<file path="src/rtl/axi_stream_skid_buffer.sv">
// AXI4-Stream register slice: two-entry skid buffer with registered TVALID, TREADY and payload.
// Also exports the buffer occupancy and free-running downstream beat/packet counters.
module axi_stream_skid_buffer #(
   parameter int BYTE_WIDTH  = 4,
   parameter int ID_WIDTH    = 1,
   parameter int DEST_WIDTH  = 1,
   parameter int USER_WIDTH  = 1,
   parameter int COUNT_WIDTH = 32
) (
   input  logic                    aclk,
   input  logic                    aresetn,
   input  logic                    s_tvalid,
   output logic                    s_tready,
   input  logic [8*BYTE_WIDTH-1:0] s_tdata,
   input  logic [BYTE_WIDTH-1:0]   s_tstrb,
   input  logic [BYTE_WIDTH-1:0]   s_tkeep,
   input  logic                    s_tlast,
   input  logic [ID_WIDTH-1:0]     s_tid,
   input  logic [DEST_WIDTH-1:0]   s_tdest,
   input  logic [USER_WIDTH-1:0]   s_tuser,
   output logic                    m_tvalid,
   input  logic                    m_tready,
   output logic [8*BYTE_WIDTH-1:0] m_tdata,
   output logic [BYTE_WIDTH-1:0]   m_tstrb,
   output logic [BYTE_WIDTH-1:0]   m_tkeep,
   output logic                    m_tlast,
   output logic [ID_WIDTH-1:0]     m_tid,
   output logic [DEST_WIDTH-1:0]   m_tdest,
   output logic [USER_WIDTH-1:0]   m_tuser,
   output logic [1:0]              occupancy,
   output logic [COUNT_WIDTH-1:0]  beat_count,
   output logic [COUNT_WIDTH-1:0]  packet_count
);

   localparam int PW = 10*BYTE_WIDTH + 1 + ID_WIDTH + DEST_WIDTH + USER_WIDTH;

   typedef enum logic [1:0] {
      EMPTY = 2'd0,
      ONE   = 2'd1,
      FULL  = 2'd2
   } state_e;

   state_e                 state_q, state_d;
   logic                   s_tready_q;
   logic [PW-1:0]          out_q, out_d;
   logic [PW-1:0]          skid_q, skid_d;
   logic [PW-1:0]          s_pay;
   logic [COUNT_WIDTH-1:0] beat_q, beat_d;
   logic [COUNT_WIDTH-1:0] pkt_q, pkt_d;
   logic                   s_acc, m_acc;
   logic                   load_out, load_skid, out_from_skid;

   assign s_pay = {s_tdata, s_tstrb, s_tkeep, s_tlast, s_tid, s_tdest, s_tuser};
   assign {m_tdata, m_tstrb, m_tkeep, m_tlast, m_tid, m_tdest, m_tuser} = out_q;

   assign s_tready     = s_tready_q;
   assign m_tvalid     = (state_q != EMPTY);
   assign occupancy    = 2'(state_q);
   assign beat_count   = beat_q;
   assign packet_count = pkt_q;

   assign s_acc = s_tvalid && s_tready_q;
   assign m_acc = m_tvalid && m_tready;

   always_ff @(posedge aclk or negedge aresetn) begin
      if (!aresetn) begin
         state_q    <= EMPTY;
         s_tready_q <= 1'b0;
         out_q      <= '0;
         skid_q     <= '0;
         beat_q     <= '0;
         pkt_q      <= '0;
      end else begin
         state_q    <= state_d;
         // s_tready is the registered "skid entry free" flag of the next state
         s_tready_q <= (state_d != FULL);
         out_q      <= out_d;
         skid_q     <= skid_d;
         beat_q     <= beat_d;
         pkt_q      <= pkt_d;
      end
   end

   always_comb begin
      state_d = state_q;
      unique case (state_q)
         EMPTY: if (s_acc) state_d = ONE;
         ONE: begin
            if (s_acc && !m_acc)      state_d = FULL;
            else if (!s_acc && m_acc) state_d = EMPTY;
         end
         FULL:    if (m_acc) state_d = ONE;
         default: state_d = EMPTY;
      endcase
   end

   always_comb begin
      load_out      = 1'b0;
      load_skid     = 1'b0;
      out_from_skid = 1'b0;
      unique case (state_q)
         EMPTY: load_out = s_acc;
         ONE: begin
            load_out  = s_acc && m_acc;
            load_skid = s_acc && !m_acc;
         end
         FULL: begin
            load_out      = m_acc;
            out_from_skid = 1'b1;
         end
         default: ;
      endcase
   end

   always_comb begin
      out_d  = out_q;
      skid_d = skid_q;
      beat_d = beat_q;
      pkt_d  = pkt_q;
      if (load_out)  out_d  = out_from_skid ? skid_q : s_pay;
      if (load_skid) skid_d = s_pay;
      if (m_acc) begin
         beat_d = beat_q + COUNT_WIDTH'(1);
         if (m_tlast) pkt_d = pkt_q + COUNT_WIDTH'(1);
      end
   end

endmodule

</file>
<file path="config.mk">
export PLATFORM = sky130hd
export DESIGN_NAME = axi_stream_skid_buffer
export DESIGN_NICKNAME = d
export VERILOG_FILES = /design/src/rtl/axi_stream_skid_buffer.sv
export SDC_FILE = /design/constraint.sdc
export NUM_CORES = 1
export LEC_CHECK = 0
export CAP_MARGIN = 10
export CORE_MARGIN = 2
export CORE_UTILIZATION = 50
export DETAILED_ROUTE_END_ITERATION = 12
export HOLD_SLACK_MARGIN = 0.03
export PLACE_DENSITY_LB_ADDON = 0.3
export SETUP_SLACK_MARGIN = 0.2
export SKIP_CTS_REPAIR_TIMING = 1
export SYNTH_ARGS = -nofsm -noshare
export SYNTH_HDL_FRONTEND = slang
export SYNTH_SLANG_ARGS = --single-unit
</file>
<file path="constraint.sdc">
create_clock -name aclk -period 2.2 [get_ports aclk]
set_input_delay 0.22 -clock aclk [delete_from_list [all_inputs] [get_ports aclk]]
set_output_delay 0.22 -clock aclk [all_outputs]
set_load 0.1 [all_outputs]
</file>
==> summary.md <==
| Metric | Value |
|---|---|
| Total congestion overflow | `0` |
| Area delta synth->final | `33.0%` |
| H-tree levels | `4` |
| Worst reg2reg setup slack | `0.42 ns` |
| Post-route ant nets | `0` |
| Area contributors post-synth | `dfrtp_1, mux2_2, mux2i_1, xnor2_1, a21oi_1` |
| DRT Pass-1 Iters | `4` |
| Nets | `773` |
| Asr flop ratio synth | `100%` |
| Uppermost routed layer | `met4` |
| Crit Path Class | `reg -> reg` |
| Synth Register Bits | `155` |
| Synth top area share | `57.1%` |
| Post-Syn Nets | `609` |
| Post-route setup TNS | `0 ns` |
| Clk_skew | `0.00814 ns` |
| First-pass GRT wire length | `24500 um` |
| WL met1 | `6200 um` |
| Die height | `121 um` |
| Worst EP arrival | `2.07 ns` |
| Worst r2r src | `packet_count[3]` |
| Initial DRC count | `281` |
| Most frequent cells in the layout | `buf_4, dfrtp_1, nor2_1` |
| Drt drc | `0` |
| Root Buffer | `clkbuf_16` |
| Top FF cell, synth | `dfrtp_1` |
| GRT Util Overall | `21.5%` |
| Register area share after synthesis | `57.1%` |
| DR WL met3 | `1110 um` |
| Wirelength per Cell | `16.2 um` |
| Worst R2R End | `packet_count[30]` |
| CP Capture Type | `register` |
| Via count | `4919` |
| Max VDD drop | `1150 uV` |
| Antenna fix cells | `0` |
| Startpoint type of the worst setup path | `register` |
| Top Ports | `160` |
| Worst-path maximum fanout | `9` |
| Worst skew pair latency | `0.42 ns` |
| Longest Clk Path Bufs | `2` |
| Mapped Cells | `559` |
| CTS tree | `built` |
| Die area | `14500 um^2` |
| EDFF count, synth | `0` |
| Vias in the first global route | `5029` |
| Top cell type by total area after synthesis | `dfrtp_1` |
| Distinct cell type count after synthesis | `38` |
| Total power | `0.0138 W` |
| Share of cells above drive strength 1 | `34.9%` |
| R2R cell count | `4` |
| Final min period | `1.78 ns` |
| Slew Limit Fails | `0` |
| Required @ worst endpoint | `2.50 ns` |
| Die W | `121 um` |
| Yosys warning count | `0` |
| Wire length on met2 | `7190 um` |
| Most common cell after layout, fill and taps aside | `buf_4` |
| Hold Crit Class | `in -> async` |
| Core ar. | `13200 um^2` |
| RSZ-0062 raised after global routing | `false` |
| Fmax achieved | `0.563 GHz` |
| Worst-Margin Slew | `0.597 ns` |
| Initial antenna violation count | `1` |
| Worst-path clk slew | `0.06 ns` |
| Max-cap violations | `0` |
| Avg Inst Size Synth | `12.1 um^2` |
| Min Hold Slack | `0.323 ns` |
| Total CTS buffers | `17` |
| Vias/cell | `5.39` |
| Outcome | `complete, no violations` |
| LEAKAGE | `4.25 nW` |
| Setup violations, final | `0` |
| Slew headroom | `60.0%` |
| Post-Syn Area | `6790 um^2` |
| Gpl congestion | `0.820` |
| Clock sinks | `155` |
| Initial Util | `51.3%` |
| Crit share post-route | `80.7%` |
| Final hold viol count | `0` |
| I/O Buffers | `159` |
| Site Rows | `42` |
| DRT Wirelength | `14800 um` |
| Largest net degree at the start of global routing | `89` |
| DP Wirelength | `9940 um` |
| PwrDens | `1530 nW/um^2` |
registers in the layout, summed over array words and instances, names as in the netlist:
name,flops
skid_q,44
out_q,44
occupancy,2
s_tready,1
packet_count,32
beat_count,32
final cells by class:
type	count	area, um^2
Clock buffer	26	509
Sequential cell	155	3940
Fill cell	1010	4220
Timing Repair Buffer	170	1460
Inverter	3	11.3
Multi-Input combinational cell	376	2800
Tap cell	176	220
Clock inverter	6	85.1
routing by layer:
layer	GRT usage, %	up-vias
li1	-	2314
met1	26.9	2441
met2	34.6	136
met3	6.98	28
met4	8.72	0
met5	0	-
per-stage QoR:
step | std cells | util, % | setup WS [ns] | cell area [um^2]
2_1_floorplan | 559 | - | 0.105 | 6870
3_3_place_gp | 879 | 63.6 | 0.301 | 8420
3_5_place_dp | 879 | 63.6 | 0.223 | 8420
4_1_cts | 911 | 68.1 | 0.427 | 9020
5_1_grt | 912 | 68.2 | 0.284 | 9030
6_report | 912 | 68.2 | 0.424 | 9030
cells by family after synthesis:
family                   Yosys count  synth area share [%]
AND/OR/NAND/NOR                  170                  14.2
buffers and inverters             28                  1.86
multiplexers                      91                  14.3
XOR/XNOR                          62                  8.00
adder cells (fa/ha/maj)            2                 0.369
AO/OA/AOI/OAI                     51                  4.18
flip-flops                       155                  57.1
Yosys cell counts, types with 2 or more instances:
| library cell | n |
|---|---|
| nor4_4 | 2 |
| mux2_2 | 46 |
| and3_1 | 15 |
| nor4_2 | 3 |
| nand4b_1 | 3 |
| nor2_1 | 52 |
| nand4_1 | 30 |
| dfrtp_1 | 155 |
| nand3_1 | 17 |
| a21oi_1 | 45 |
| nor3_2 | 2 |
| ha_1 | 2 |
| nor3_1 | 6 |
| and2_1 | 4 |
| inv_1 | 3 |
| xnor2_1 | 45 |
| buf_2 | 16 |
| and4_1 | 6 |
| nand2_1 | 20 |
| mux2i_1 | 45 |
| xor2_1 | 17 |
| clkbuf_1 | 8 |
| or2_2 | 2 |
power by group:
part	leakage (nW)	switching [W]	total (W)	internal, W
combinational	2.10	0.00483	0.00640	0.00157
sequential	1.86	0.000669	0.00447	0.00380
clock	0.287	0.00109	0.00290	0.00182
total	4.25	0.00658	0.0138	0.00719
worst max-delay path: stages, from the launching register on:
cell and delay, ns:
dfrtp_2 0.42, nand4_1 0.31, nor3_2 0.54, nand4_1 0.21, xnor2_1 0.17
worst max path at each step:
stage / to / startpoint / depth (start not counted) / slack, ns
2_1_floorplan: packet_count[1] / occupancy[0] / 6 / 0.10
3_5_place_dp: packet_count[31] / m_tready / 5 / 0.22
5_1_grt: packet_count[31] / packet_count[3] / 4 / 0.28
3_3_place_gp: packet_count[31] / m_tready / 5 / 0.30
6_report: packet_count[30] / packet_count[3] / 4 / 0.42
4_1_cts: packet_count[30] / packet_count[3] / 4 / 0.43
No activity file was read; power rests on OpenSTA's default activity.
